===== src/rtl/synapse_fetch_ctrl.sv =====
// rtl/synapse_fetch_ctrl.sv - spike-driven synapse row fetch controller
//
// synapse_fetch_fifo: small circular queue holding fetched weights.
//   push/push_data write the tail, pop retires the head, head_data/empty/count
//   describe the current contents. Push and pop may coincide at any occupancy.
//
// synapse_fetch_ctrl: accepts a presynaptic spike index, reads the N_POST
// weights of that row from a fixed-latency synapse memory and streams them
// out with their postsynaptic index.
//   clk, rst_n                    : clock, synchronous active-low reset
//   i_spike_valid/i_spike_idx     : spike offer; o_spike_ready accepts it
//   o_rd_addr/o_rd_en/i_rd_data   : synapse memory read port
//   o_w_valid/i_w_ready           : weight stream handshake
//   o_w_data/o_w_post_idx/o_w_last: weight, target index, end-of-row flag
//   o_busy, o_done, o_err         : row in progress, row-complete pulse,
//                                   bad-index pulse

module synapse_fetch_fifo #(
  parameter int WIDTH = 8,
  parameter int DEPTH = 4
) (
  input  logic                       clk,
  input  logic                       rst_n,
  input  logic                       push,
  input  logic [WIDTH-1:0]           push_data,
  input  logic                       pop,
  output logic [WIDTH-1:0]           head_data,
  output logic                       empty,
  output logic [$clog2(DEPTH+1)-1:0] count
);
  localparam int PTR_W = (DEPTH > 1) ? $clog2(DEPTH) : 1;
  localparam int CNT_W = $clog2(DEPTH + 1);

  logic [WIDTH-1:0] mem [DEPTH];
  logic [PTR_W-1:0] wr_ptr;
  logic [PTR_W-1:0] rd_ptr;

  function automatic logic [PTR_W-1:0] ptr_inc(input logic [PTR_W-1:0] p);
    return (p == PTR_W'(DEPTH - 1)) ? '0 : p + 1'b1;
  endfunction

  always_ff @(posedge clk) begin
    if (push) mem[wr_ptr] <= push_data;
  end

  always_ff @(posedge clk) begin
    if (!rst_n) begin
      wr_ptr <= '0;
      rd_ptr <= '0;
      count  <= '0;
    end else begin
      if (push) wr_ptr <= ptr_inc(wr_ptr);
      if (pop)  rd_ptr <= ptr_inc(rd_ptr);
      count <= count + CNT_W'(push) - CNT_W'(pop);
    end
  end

  assign head_data = mem[rd_ptr];
  assign empty     = (count == '0);
endmodule

module synapse_fetch_ctrl #(
  parameter int DATA_WIDTH = 8,
  parameter int ADDR_WIDTH = 14,
  parameter int N_PRE      = 100,
  parameter int N_POST     = 100,
  parameter int RD_LATENCY = 2,
  parameter int FIFO_DEPTH = 4
) (
  input  logic                                          clk,
  input  logic                                          rst_n,
  input  logic                                          i_spike_valid,
  input  logic [((N_PRE > 1) ? $clog2(N_PRE) : 1)-1:0]  i_spike_idx,
  output logic                                          o_spike_ready,
  output logic [ADDR_WIDTH-1:0]                         o_rd_addr,
  output logic                                          o_rd_en,
  input  logic signed [DATA_WIDTH-1:0]                  i_rd_data,
  output logic                                          o_w_valid,
  input  logic                                          i_w_ready,
  output logic signed [DATA_WIDTH-1:0]                  o_w_data,
  output logic [((N_POST > 1) ? $clog2(N_POST) : 1)-1:0] o_w_post_idx,
  output logic                                          o_w_last,
  output logic                                          o_busy,
  output logic                                          o_done,
  output logic                                          o_err
);
  localparam int POST_W = (N_POST > 1) ? $clog2(N_POST) : 1;
  localparam int ENT_W  = DATA_WIDTH + POST_W + 1;
  localparam int FCNT_W = $clog2(FIFO_DEPTH + 1);
  localparam int OCC_W  = $clog2(FIFO_DEPTH + RD_LATENCY + 1);

  if (longint'(N_PRE) * longint'(N_POST) > (longint'(1) << ADDR_WIDTH)) begin : g_bad_addr_width
    $error("synapse_fetch_ctrl: N_PRE*N_POST does not fit in ADDR_WIDTH");
  end
  if (FIFO_DEPTH < RD_LATENCY + 2) begin : g_bad_fifo_depth
    $error("synapse_fetch_ctrl: FIFO_DEPTH must be at least RD_LATENCY+2");
  end

  typedef enum logic [1:0] {S_IDLE, S_FETCH, S_DRAIN} state_t;
  state_t state_q, state_d;

  logic [ADDR_WIDTH-1:0] base_q;
  logic [ADDR_WIDTH-1:0] addr_q;
  logic [ADDR_WIDTH-1:0] rd_addr_now;
  logic [POST_W-1:0]     p_q;
  logic                  err_q;
  logic                  done_q;

  // Tag pipeline runs alongside the memory latency so each returning word
  // knows its post index and whether it closes the row.
  logic                  tag_v_q    [RD_LATENCY];
  logic [POST_W-1:0]     tag_p_q    [RD_LATENCY];
  logic                  tag_last_q [RD_LATENCY];

  logic [ENT_W-1:0]      fifo_head;
  logic [FCNT_W-1:0]     fifo_count;
  logic                  fifo_empty;
  logic [OCC_W-1:0]      inflight;
  logic                  accept, idx_ok, issue, p_last, pop, head_last;

  assign accept      = (state_q == S_IDLE) && i_spike_valid;
  assign idx_ok      = int'(i_spike_idx) < N_PRE;
  assign p_last      = (p_q == POST_W'(N_POST - 1));
  assign rd_addr_now = base_q + ADDR_WIDTH'(p_q);
  assign pop         = !fifo_empty && i_w_ready;
  assign head_last   = fifo_head[0];

  // Space reservation counts words still in the memory pipeline as occupied;
  // a pop in this same cycle is deliberately ignored, keeping the check
  // free of any path from i_w_ready to o_rd_en.
  always_comb begin
    inflight = '0;
    for (int i = 0; i < RD_LATENCY; i++) inflight = inflight + OCC_W'(tag_v_q[i]);
  end

  assign issue = (state_q == S_FETCH) &&
                 ((OCC_W'(fifo_count) + inflight) < OCC_W'(FIFO_DEPTH));

  always_comb begin
    state_d = state_q;
    case (state_q)
      S_IDLE:  if (accept && idx_ok)    state_d = S_FETCH;
      S_FETCH: if (issue && p_last)     state_d = S_DRAIN;
      S_DRAIN: if (pop && head_last)    state_d = S_IDLE;
      default:                          state_d = S_IDLE;
    endcase
  end

  always_ff @(posedge clk) begin
    if (!rst_n) begin
      state_q <= S_IDLE;
      base_q  <= '0;
      addr_q  <= '0;
      p_q     <= '0;
      err_q   <= 1'b0;
      done_q  <= 1'b0;
      for (int i = 0; i < RD_LATENCY; i++) begin
        tag_v_q[i]    <= 1'b0;
        tag_p_q[i]    <= '0;
        tag_last_q[i] <= 1'b0;
      end
    end else begin
      state_q <= state_d;
      err_q   <= accept && !idx_ok;
      done_q  <= (state_q == S_DRAIN) && (state_d == S_IDLE);
      if (accept && idx_ok) begin
        base_q <= ADDR_WIDTH'(i_spike_idx) * ADDR_WIDTH'(N_POST);
        p_q    <= '0;
      end
      if (issue) begin
        p_q    <= p_q + 1'b1;
        addr_q <= rd_addr_now;
      end
      tag_v_q[0]    <= issue;
      tag_p_q[0]    <= p_q;
      tag_last_q[0] <= p_last;
      for (int i = 1; i < RD_LATENCY; i++) begin
        tag_v_q[i]    <= tag_v_q[i-1];
        tag_p_q[i]    <= tag_p_q[i-1];
        tag_last_q[i] <= tag_last_q[i-1];
      end
    end
  end

  synapse_fetch_fifo #(
    .WIDTH (ENT_W),
    .DEPTH (FIFO_DEPTH)
  ) u_fifo (
    .clk       (clk),
    .rst_n     (rst_n),
    .push      (tag_v_q[RD_LATENCY-1]),
    .push_data ({i_rd_data, tag_p_q[RD_LATENCY-1], tag_last_q[RD_LATENCY-1]}),
    .pop       (pop),
    .head_data (fifo_head),
    .empty     (fifo_empty),
    .count     (fifo_count)
  );

  assign o_spike_ready = (state_q == S_IDLE);
  assign o_rd_en       = issue;
  assign o_rd_addr     = issue ? rd_addr_now : addr_q;
  assign o_w_valid     = !fifo_empty;
  assign o_w_data      = fifo_head[ENT_W-1 -: DATA_WIDTH];
  assign o_w_post_idx  = fifo_head[POST_W:1];
  assign o_w_last      = head_last;
  assign o_busy        = (state_q != S_IDLE);
  assign o_done        = done_q;
  assign o_err         = err_q;
endmodule


===== config.mk =====
export PLATFORM = sky130hd
export DESIGN_NAME = synapse_fetch_ctrl
export DESIGN_NICKNAME = d
export VERILOG_FILES = /design/src/rtl/synapse_fetch_ctrl.sv
export SDC_FILE = /design/constraint.sdc
export NUM_CORES = 1
export LEC_CHECK = 0
export CAP_MARGIN = 15
export CORE_MARGIN = 2
export CORE_UTILIZATION = 48
export DETAILED_ROUTE_END_ITERATION = 16
export PLACE_DENSITY = 0.69
export SYNTH_ARGS = -nofsm -noshare
export SYNTH_HDL_FRONTEND = slang
export SYNTH_SLANG_ARGS = --single-unit

===== constraint.sdc =====
create_clock -name clk -period 7 [get_ports clk]
set_input_delay 1.4 -clock clk [delete_from_list [all_inputs] [get_ports clk]]
set_output_delay 1.4 -clock clk [all_outputs]
set_load 0.05 [all_outputs]

Word level (Yosys, flattened, before mapping)
Memories as Yosys holds them, arrays and structs flattened. A register that Yosys moved wholly into a read port is not among the register bits.
Cells that the tools add are included.

cells by class
  mux-type cells = 21
  $mul = 1
  $lt $le $gt $ge = 2
  $add $sub $neg = 8
  reduce and logical (&&, ||, !) cells = 15
  bitwise logic cells = 6
  equal/unequal tests = 5

operator list
  operator                count
  $mux W7                 4
  $add A14 B7 Y14         1
  $mux W14                1
  $mux W2                 7
  $mul A7 B5 Y12 const B  1
  $logic_and A1 B1 Y1     8
  $mux W1                 8
  $add A7 B1 Y7 const B   1
  $eq A7 B7 Y1 const B    1
  $lt A7 B7 Y1 const B    1
  $eq A2 B2 Y1 const B    3
  $or A1 B1 Y1            6
  $pmux W2 S3             1
  $add A2 B1 Y2 const B   2
  $logic_not A2 Y1        2
  $reduce_bool A2 Y1      2
  $add A3 B1 Y3           1
  $add A3 B2 Y3           1
  $logic_not A3 Y1        1
  $lt A3 B3 Y1 const B    1
  $sub A3 B1 Y3           1
  $add A1 B1 Y2           1
  $eq A2 B1 Y1 const B    1
  $logic_not A1 Y1        2

storage, ports and cells
  bits in registers = 44
  memories kept = 4
  memory bits (writable) = 82
  bits of input ports = 19
  word-level logic and storage cells = 71

memories
  memory      depth  width  read ports  clocked after Yosys merged registers in  wr ports  line  text
  u_fifo.mem  4      16     1           1                                        1         34    logic [WIDTH-1:0] mem [DEPTH];
  tag_p_q     2      7      2           0                                        2         112   logic [POST_W-1:0] tag_p_q [RD_LATENCY];
  tag_last_q  2      1      2           0                                        2         113   logic tag_last_q [RD_LATENCY];
  tag_v_q     2      1      2           0                                        2         111   logic tag_v_q [RD_LATENCY];

Longest topological paths before layout
Gate-level depths: netlist (run 1).
An unclocked memory read counts as a cell.

  word-level depth = 10
  depth in mapped cells = 11
  depth with buffers taken out = 11

Modules after synthesis
A second synthesis (run 1) with hierarchy kept.

unflattened totals
  cells, all modules = 447
  area, all modules = 5704.2 sq um

by module, submodules not included
  module              instances  area an instance (sq um)  cells each
  synapse_fetch_ctrl  1          2905.3                    322
  synapse_fetch_fifo  1          2798.9                    125

Worst setup path after synthesis (run 1)
OpenSTA, ideal clock, no wires.

  path kind = input to register
  start = in i_spike_idx[2] (netlist bit)
  end = reg base_q[13]
  library setup time = 122 ps
  cell stages on the path = 9
  path slack = 3038 ps
  data arrival time = 3840 ps
  cells stage by stage = ha_1 -> ha_1 -> fa_1 -> ha_1 -> o21ai_0 -> nor2_1 -> or3b_1 -> and3_1 -> o311a_1

between the ends
  cells in the longest elaborated chain, start to end = 2
  elaborated cells on any way between the ends = 3

RTL lines
  what                                                    line  text
  start: declaration                                      73    input logic [((N_PRE > 1) ? $clog2(N_PRE) : 1)-1:0] i_spike_idx,
  branches (longest 2 deep; another with $mul A7 B5 Y12)  --
  end signal: assignment                                  167   base_q <= ADDR_WIDTH'(i_spike_idx) * ADDR_WIDTH'(N_POST);
  end: declaration                                        102   logic [ADDR_WIDTH-1:0] base_q;

Several ways; the timed one is not identified.
A chain may end at the register's enable or synchronous reset.

Worst setup path after layout (run 1)
  start = reg u_fifo.count[0]
  end = out o_rd_addr[11]

between the ends
  cells in the longest elaborated chain, start to end = 4

RTL lines
  what                      line  text
  start: declaration        29    output logic [$clog2(DEPTH+1)-1:0] count
  start signal: assignment  54    count <= count + CNT_W'(push) - CNT_W'(pop);
  $add A3 B2 Y3             137   ((OCC_W'(fifo_count) + inflight) < OCC_W'(FIFO_DEPTH));
  $lt A3 B3 Y1              137
  $logic_and A1 B1 Y1       136   assign issue = (state_q == S_FETCH) &&
  $mux W14                  --
  end: declaration          75    output logic [ADDR_WIDTH-1:0] o_rd_addr,

No other way between the ends.

==> impl_results.md, run 1 <==
* Run status: finished clean
* Setup WS post-layout at 2.29 ns
* Largest family of logic cells by synthesized area: simple AND/OR/NAND/NOR gates
* Min Tclk post-route at approximately 4.7 ns
* Core area at ~12000 µm²
* Die ar. at around 13000 µm²
* Residual overflow from global routing at 0
* DR pass1 iterations at 4
* Worst-Skew Late Latency at 0.41 ns
* Final non-filler cell area at 7020 µm²
* Core Util, Final at about three fifths
* Placer congestion estimate at 0.744
* Synth warnings at 0
* Unrepaired setup endpoints after global routing: false
* XOR/XNOR Fraction of Synth Area at ~2.0%
* Largest net degree at the start of global routing at 65
* Pwr per Cell Area at just over 300 nW/µm²
* Lkg Pwr at 2.76 nW
* Die Height at 114 µm
* GRT Overall Usage at 17.2%
* Ys async rst share at 0%
* Drt drc at 0
* Crit-path max FO at 40
* Worst slew margin at 42.5%
* Max Fclk at 213 MHz
* Cell variety after synth at 52
* Flops & latches, synth at 128
* Area occupied by multi-input gates at 2400 µm²
* Clock-pin slew on the worst setup and hold paths at roughly 0.050 ns
* CP Capture Type: primary output
* Clock skew at between 0.007 and 0.008 ns
* Arrival time at the worst endpoint at 3.31 ns
* Initial Utilization at 48.7%
* CTS root buf: clkbuf_16
* Final Setup Violations at 0
* Worst VDD drop at 128 µV
* Syn_area_per_cell at around 13 µm²
* Synth Area in Adders at 10.5%
* Dpl cell area at 6420 µm²
* Antenna cell count at 0
* HP Class: flip-flop to flip-flop
* FP Rows at 40
* Share of cells above drive strength 1 at between 10% and 20%
* Area grow syn2layout at 21.4%
* Maximum Capacitance Violations at 0
* First-pass GRT wire length at between 15 and 20 mm
* Setup WS pre-CTS at 2.40 ns
* DR vias at around 3.5k
* Setup tns final at 0 ns
* Number of global-route vias before repair at 3519
* Hold_buf cts at 0
* Filler instances at approximately 930
* TritonCTS buffer count at 17
* Top FF cell, synth: edfxtp_1
* Compound-Gate Fraction of Synth Area at approximately 7.6%
* Final Hold Vio Count at 0
* Initial antenna violation count at 0
* Synthesized area at 5780 µm²
* Remaining antenna violation count at 0
* Vias per std cell at 5.24
* Number of H-tree levels at 4
* Port-buffer cells at 54
* Post-cts resize count at 0
* Die W at around 110 µm
* Worst-margin pin slew at 0.862 ns
* Register area share after synthesis at ~55%
* Final period utilization at 67.2%
* Synth Area in Simple Gates at 11.7%
* Iter 0 DRT Violations at between 200 and 250
* Final Max Tran Viols at 0
* CP startpoint kind: flip-flop
* Mux cell area share after synthesis at 9.85%
* Post-CTS Setup Bufs at 0
* Total nets after synthesis at 513
* Storage cell area at 3200 µm²
* Worst EP required at 5.60 ns
* Setup CP Type: flip-flop to primary output
* Drt wl/cell at 15.0 µm
* Routed WL at 9.98 mm
* Longest Clk Path Bufs at 2
* Io pins at 55
* Leading cell types in the layout, fill and taps excluded: 64 x dfxtp_1, 64 x edfxtp_1, 54 x clkdlybuf4s50_1
* Synth Instances at 448
* Nets at 572
* CTS Sinks at 128
* Post-synth EDFFs at between 60 and 70
* CTS tree: yes
* Hpwl dp at 6.63 mm
* Hold slack final at roughly 0.43 ns
[critical path, stage by stage (launching register included)]
cell and delay (ns):
dfxtp_1 0.32, ha_1 0.29, a21o_1 0.19, a2111o_1 0.51, nand2_4 0.36, nor2_1 0.07, a31oi_1 0.26, clkdlybuf4s50_1 0.88
[cells in the mapped netlist (3+ instances only)]
| cell type | number | area (µm²) |
|---|---|---|
| inv_1 | 19 | 71.3 |
| xor2_1 | 4 | 35.0 |
| edfxtp_1 | 64 | 1920 |
| nand2_1 | 23 | 86.3 |
| dfxtp_1 | 64 | 1280 |
| nand2b_1 | 3 | 18.8 |
| and3_1 | 4 | 25.0 |
| nor2b_1 | 14 | 87.6 |
| mux4_2 | 16 | 360 |
| nor2_1 | 16 | 60.1 |
| nor3_1 | 4 | 20.0 |
| a21o_1 | 5 | 37.5 |
| xnor2_1 | 9 | 78.8 |
| a21oi_1 | 17 | 85.1 |
| fa_1 | 4 | 80.1 |
| nand3_1 | 8 | 40.0 |
| clkbuf_1 | 12 | 45.0 |
| o21bai_1 | 3 | 22.5 |
| a211oi_1 | 4 | 30.0 |
| o21a_1 | 5 | 37.5 |
| and2_1 | 34 | 213 |
| mux2_2 | 6 | 67.6 |
| mux2i_1 | 13 | 130 |
| nand4_1 | 3 | 18.8 |
| ha_1 | 42 | 526 |
| o21ai_0 | 17 | 85.1 |
[flip-flops by register name, indices dropped and copies added, names as in the netlist, 3 cells and up, named ones only]
name          cells
u_fifo.mem       64
u_fifo.count      3
addr_q           14
p_q               7
tag_p_q          14
base_q           12
[final cells by class]
type	count	area share [%]
tap	147	2.62
clock buffer	22	6.76
inverter	19	1.02
timing repair buffer	57	8.13
clock inverter	10	1.57
sequential	128	45.6
multi-input combinational	284	34.3
[final timing paths]
kind,endpoint,slack (ns),start,cells after the start
max,o_rd_addr[11],2.29,u_fifo.count[0]$_SDFF_PN0_,7
min,tag_p_q[0][9]$_SDFF_PN0_,0.43,tag_p_q[0][2]$_SDFF_PN0_,1
max reg2reg,u_fifo.count[2]$_SDFF_PN0_,4.61,u_fifo.count[1]$_SDFF_PN0_,11
min reg2reg,tag_p_q[0][9]$_SDFF_PN0_,0.43,tag_p_q[0][2]$_SDFF_PN0_,1
[power breakdown]
| part | switching (mW) | total [mW] | internal [mW] |
|---|---|---|---|
| registers | 0.0379 | 0.855 | 0.817 |
| logic | 0.274 | 0.473 | 0.198 |
| clock network | 0.303 | 0.852 | 0.549 |
| total | 0.615 | 2.18 | 1.56 |
[metal layers]
metal  track usage (%)  wire (µm)
met5                 0          0
met4              5.85        111
met3              5.42        429
met2              28.4       4840
met1              21.4       4590
[stage by stage]
step	total power, mW	std cells
floorplan	1.22	448
global placement	1.34	634
detailed placement	1.34	634
CTS	2.20	666
global route	2.29	667
finish	2.18	667
[cells by family after synthesis]
family	count (synthesis)
DFF	128
and+or+nand+nor	121
AOI/OAI and AO/OA	68
adders and majority gates	46
buffers and inverters	36
muxes	36
xor gates and xnor gates	13
Power figures use the tool's default switching activity.
==> run 2, diff against run 1 <==
Clock period 7 ns to 4.6 ns, I/O delays scaled along.
==> run 2 against run 1 <==
  * Worst hold slack lost 0.0052 ns
  * Count of clock-buffer cells in the layout increased by 1
  * Clock skew grew 0.0035 ns
  * Clock power up 67%
  * Worst setup slack lost 1.9 ns
  * Via count is 2.0% higher
  * Largest power group is now clock
==> impl_results.md, run 2 (synthesis results as in run 1) <==
* Most flop-heavy register: u_fifo.mem
* Remaining antenna violation count at 0 (unchanged)
* Die Height at 114 µm (unchanged)
* CTS Sinks at 128 (unchanged)
* DR WL met3 at 406 µm (-5.4%)
* Drt wl/cell at 15.6 µm (+4.0%)
* Die ar. at 12900 µm² (unchanged)
* CP Capture Type: primary output
* Placed insts at 636 (+0.32%)
* Final period utilization at 91.8%
* Setup CP Type: flip-flop to primary output
* Hold_buf cts at 0 (unchanged)
* CP delay by family, top: buffers and inverters
* Number of H-tree levels at 4 (unchanged)
* Vias per std cell at 5.34 (+1.9%)
* Setup WS pre-CTS at 0.457 ns (-1.95 ns)
* Leading cell types in the layout, fill and taps excluded: 64 x dfxtp_1, 64 x edfxtp_1, 54 x clkdlybuf4s50_1
* Largest net degree at the start of global routing at 41 (-37%)
* Min Tclk post-route at 4.22 ns
* TritonCTS buffer count at 17 (unchanged)
* Share of cells above drive strength 1 at 11.3% (+0.17 points)
* Area occupied by multi-input gates at 2400 µm² (unchanged)
* Longest Clk Path Bufs at 2 (unchanged)
* Iter 0 DRT Violations at 152 (-29%)
* Io pins at 55 (unchanged)
* CTS root buf: clkbuf_16
* Initial Utilization at 48.7% (unchanged)
* CP startpoint kind: flip-flop
* Core Util, Final at 59.7% (+0.49 points)
* Metal-1 WL at 4.63 mm (+0.85%)
* Final Max Tran Viols at 0 (unchanged)
* Hold slack final at 0.423 ns (-0.00522 ns)
* Max Fclk at 237 MHz
* Maximum Capacitance Violations at 0 (unchanged)
* Crit path max-delay cell type: clkdlybuf4s50_1
* Setup WS post-layout at 0.377 ns (-1.92 ns)
* Port-buffer cells at 54 (unchanged)
* Filler instances at 927 (-0.64%)
* Worst-margin pin slew at 0.928 ns (+0.0655 ns)
* CTS tree: yes
* Dpl cell area at 6430 µm² (+0.23%)
* GRT Overall Usage at 17.3% (+0.093 points)
* Core area at 11900 µm² (unchanged)
* Crit-path max cell delay at 0.83 ns (-0.05 ns)
* Storage cell area at 3200 µm² (unchanged)
* Drt drc at 0 (unchanged)
* First-pass GRT wire length at 17.1 mm (-0.80%)
* Clock skew at 0.0112 ns (+0.00353 ns)
* Number of global-route vias before repair at 3593 (+2.1%)
* Final std cells w/o fill at 668 (+0.15%)
* Hpwl dp at 6.99 mm (+5.4%)
* DR pass1 iterations at 6 (+2)
* Clock-pin slew on the worst setup and hold paths at 0.05 ns (about the same)
* Bufs and invs on worst path at 2 (+1)
* Pwr per Cell Area at 487 nW/µm² (+57%)
* Initial antenna violation count at 0 (unchanged)
* Worst-Skew Late Latency at 0.41 ns (about the same)
* Die W at 114 µm (unchanged)
* Lkg Pwr at 2.78 nW (+0.82%)
* Worst EP required at 3.68 ns (-1.92 ns)
* Run status: finished clean
* Total power at 3.44 mW (+58%)
* Worst VDD drop at 236 µV (+84%)
* Worst slew margin at 38.0% (-4.6 points)
* Final Setup Violations at 0 (unchanged)
* Met2 WL at 5.17 mm (+6.8%)
* HP Class: flip-flop to flip-flop
* Unrepaired setup endpoints after global routing: false
* Area grow syn2layout at 22.4%
* Crit-path max FO at 7 (-83%)
* Highest metal used: met4
* Largest registers: u_fifo.mem x64, addr_q x14, tag_p_q x14
* Worst-path cell chain: ha_1 > inv_1 > fa_1 > nor2b_1 > o31a_1 > o21ai_0 > xor2_1 > a21oi_1 > clkdlybuf4s50_1
* Routed WL at 10.4 mm (+4.2%)
* Post-cts resize count at 0 (unchanged)
* Arrival time at the worst endpoint at 3.30 ns (about the same)
* Residual overflow from global routing at 0 (unchanged)
* Max reg flops at 64 (unchanged)
* Final Hold Vio Count at 0 (unchanged)
* Nets at 573 (+0.17%)
* DR vias at 3566 (+2.0%)
* Antenna cell count at 0 (unchanged)
* FP Rows at 40 (unchanged)
* Placer congestion estimate at 0.738 (-0.73%)
* Setup tns final at 0 ns (unchanged)
* Post-CTS Setup Bufs at 0 (unchanged)
* Final non-filler cell area at 7080 µm² (+0.82%)
## run 2: final timing paths
kind,from,endpoint,slack [ns],depth (start not counted)
worst max-delay path,p_q[2]$_SDFFE_PN0P_,o_rd_addr[10],0.38,9
worst min-delay path,tag_p_q[0][5]$_SDFF_PN0_,tag_p_q[0][12]$_SDFF_PN0_,0.42,1
worst max register to register,u_fifo.count[1]$_SDFF_PN0_,u_fifo.count[2]$_SDFF_PN0_,2.21,11
worst min register to register,tag_p_q[0][5]$_SDFF_PN0_,tag_p_q[0][12]$_SDFF_PN0_,0.42,1
## run 2: layout make-up
type | instances | area share, %
repair buffers | 58 | 8.06
clock buffers | 23 | 6.90
flip-flops and latches | 128 | 45.3
well taps | 147 | 2.60
inverters | 19 | 1.01
clock inverters | 9 | 2.18
multi-input cells | 284 | 34.0
## run 2: per-layer routing
metal  GRT usage (%)  vias to the layer above
met4            6.99                        0
met2            29.5                       79
li1                -                     1759
met1            19.9                     1715
met5               0                        -
met3            6.06                       13
## run 2: power breakdown
group	leakage, nW	internal [mW]	total, mW	switching, mW
clock network	0.299	0.962	1.42	0.463
registers	1.11	1.24	1.29	0.0446
logic	1.37	0.299	0.731	0.432
==> run 3, diff against run 2 <==
Settings changed: REMOVE_ABC_BUFFERS set to 1.
==> run 3 against run 2 <==
  * Worst hold slack improved by 0.0083 ns
  * Core utilization fell by 0.14 points
  * Critical path type unchanged
  * Fmax rose by 0.25%
  * Largest power group unchanged
  * Worst setup slack improved by 0.010 ns
  * Via count fell by 0.76%
  * Sequential share of layout area rose by 0.10 points
==> impl_results.md, run 3 (synthesis results as in run 1) <==
* Post-CTS Setup Bufs at 0 (unchanged)
* Clock-pin slew on the worst setup and hold paths at 0.05 ns (about the same)
* Nets at 572 (-0.17%)
* Die W at 114 µm (unchanged)
* Clock share of power at 41.4% (about the same)
* CTS Sinks at 128 (unchanged)
* Initial Utilization at 48.7% (unchanged)
* Sw frac at 28.4% (+1.1 points)
* Dpl cell area at 6430 µm² (-0.12%)
* Remaining antenna violation count at 0 (unchanged)
* Seq pwr share at 37.9% (+0.5 points)
* Leading cell types in the layout, fill and taps excluded: 64 x dfxtp_1, 64 x edfxtp_1, 54 x clkdlybuf4s50_1
* Drt drc at 0 (unchanged)
* CTS root buf: clkbuf_16
* Setup CP Type: flip-flop to primary output
* Crit-path max FO at 7 (unchanged)
* Number of global-route vias before repair at 3512 (-2.3%)
* Placer congestion estimate at 0.784 (+6.2%)
* DR vias at 3539 (-0.76%)
* NetSw at 0.974 mW (+3.6%)
* Final Max Tran Viols at 0 (unchanged)
* Setup tns final at 0 ns (unchanged)
* Hpwl dp at 6.89 mm (-1.4%)
* Pwr per Cell Area at 485 nW/µm² (-0.26%)
* Max Fclk at 237 MHz (+0.25%)
* Share of cells above drive strength 1 at 11.7% (+0.41 points)
* Routed WL at 10.1 mm (-2.7%)
* Longest Clk Path Bufs at 2 (unchanged)
* CP startpoint kind: flip-flop
* FP Rows at 40 (unchanged)
* GRT Overall Usage at 16.7% (-0.54 points)
* Maximum Capacitance Violations at 0 (unchanged)
* Most flop-heavy register: u_fifo.mem
* Final std cells w/o fill at 667 (-0.15%)
* Lkg Pwr at 2.78 nW (about the same)
* Die ar. at 12900 µm² (unchanged)
* Residual overflow from global routing at 0 (unchanged)
* Hold_buf cts at 0 (unchanged)
* Clock skew at 0.0119 ns (+0.000629 ns)
* Final non-filler cell area at 7060 µm² (-0.23%)
* CP Capture Type: primary output
* Final Setup Violations at 0 (unchanged)
* TritonCTS buffer count at 17 (unchanged)
* Largest registers: u_fifo.mem x64, addr_q x14, tag_p_q x14
* Min Tclk post-route at 4.21 ns (-0.0104 ns)
* Setup WS post-layout at 0.388 ns (+0.0104 ns)
* Setup WS pre-CTS at 0.485 ns (+0.0279 ns)
* Final Hold Vio Count at 0 (unchanged)
* First-pass GRT wire length at 16.6 mm (-2.9%)
* Arrival time at the worst endpoint at 3.29 ns (about the same)
* CTS tree: yes
* Io pins at 55 (unchanged)
* Antenna cell count at 0 (unchanged)
* Unrepaired setup endpoints after global routing: false
* Iter 0 DRT Violations at 171 (+13%)
* Die Height at 114 µm (unchanged)
* DR pass1 iterations at 5 (-1)
* Initial antenna violation count at 0 (unchanged)
* Port-buffer cells at 54 (unchanged)
* Run status: finished clean
* Worst slew margin at 41.7% (+3.7 points)
* Area grow syn2layout at 22.1%
* Pint at 2.45 mW (-2.0%)
* Combinational share of power at 20.7% (-0.5 points)
* Worst EP required at 3.68 ns (about the same)
* Worst VDD drop at 259 µV (+9.8%)
* Number of H-tree levels at 4 (unchanged)
* Worst-margin pin slew at 0.875 ns (-0.0526 ns)
* Max reg flops at 64 (unchanged)
* Final period utilization at 91.6% (-0.23 points)
* Drt wl/cell at 15.2 µm (-2.5%)
* Placed insts at 635 (-0.16%)
* Largest net degree at the start of global routing at 41 (unchanged)
* HP Class: flip-flop to flip-flop
* Post-cts resize count at 0 (unchanged)
* Filler instances at 947 (+2.2%)
* Core area at 11900 µm² (unchanged)
* Worst-Skew Late Latency at 0.41 ns (about the same)
* Vias per std cell at 5.31 (-0.61%)
* Total power at 3.43 mW (-0.49%)
run 3: cell count changes in the layout (fill, tap and decap cells not counted):
| cell | change |
|---|---|
| clkbuf_8 | -4 |
| clkinv_2 | +2 |
| clkbuf_1 | -2 |
| buf_4 | -1 |
| clkinvlp_4 | -1 |
| clkinv_1 | -1 |
| inv_6 | +3 |
| clkinv_4 | +2 |
| inv_8 | +1 |
run 3: routing by layer:
metal  up-vias  wire length (µm)  GRT usage [%]
li1       1755                 -              -
met1      1699              4410           19.5
met2        67              5100           28.3
met3        18               368           5.26
met4         0               232           7.56
met5         -                 0              0
run 3: worst paths after layout:
path / start / to / slack [ns] / cells after the start
setup reg to reg: u_fifo.count[1]$_SDFF_PN0_ / u_fifo.count[2]$_SDFF_PN0_ / 2.21 / 11
hold reg to reg: tag_p_q[0][1]$_SDFF_PN0_ / tag_p_q[0][8]$_SDFF_PN0_ / 0.43 / 1
hold / removal: tag_p_q[0][1]$_SDFF_PN0_ / tag_p_q[0][8]$_SDFF_PN0_ / 0.43 / 1
setup / recovery: p_q[2]$_SDFFE_PN0P_ / o_rd_addr[10] / 0.39 / 9
run 3: power by group through the flow:
stage	clock [mW]	combinational [mW]	sequential (mW)
final	1.42	0.709	1.30
after global routing	1.50	0.773	1.31
after CTS	1.45	0.721	1.30
after detailed placement	0	0.716	1.33
after global placement	0	0.709	1.32
after floorplan	0	0.509	1.32
run 3: critical path, cell delays in order (launching register included):
cell             delay (ns)
dfxtp_1                0.46
ha_1                   0.24
inv_1                  0.06
fa_1                   0.39
nor2b_1                0.18
o31a_1                 0.27
o21ai_0                0.13
xor2_1                 0.18
a21oi_1                0.16
clkdlybuf4s50_1        0.81
run 3: stage by stage:
stage / util [%] / hold WS, ns
final: 59.5 / 0.432
after global routing: 59.5 / 0.446
after CTS: 59.5 / 0.434
after detailed placement: 54.2 / 0.419
after global placement: 54.2 / 0.416
after floorplan: - / 0.412
run 3: area by class of cell:
| class | count | area, µm² | area share (%) |
|---|---|---|---|
| Tap cell | 147 | 184 | 2.61 |
| Timing Repair Buffer | 57 | 563 | 7.98 |
| Inverter | 19 | 71.3 | 1.01 |
| Clock buffer | 17 | 425 | 6.03 |
| Multi-Input combinational cell | 284 | 2400 | 34.1 |
| Sequential cell | 128 | 3200 | 45.4 |
| Clock inverter | 15 | 208 | 2.94 |
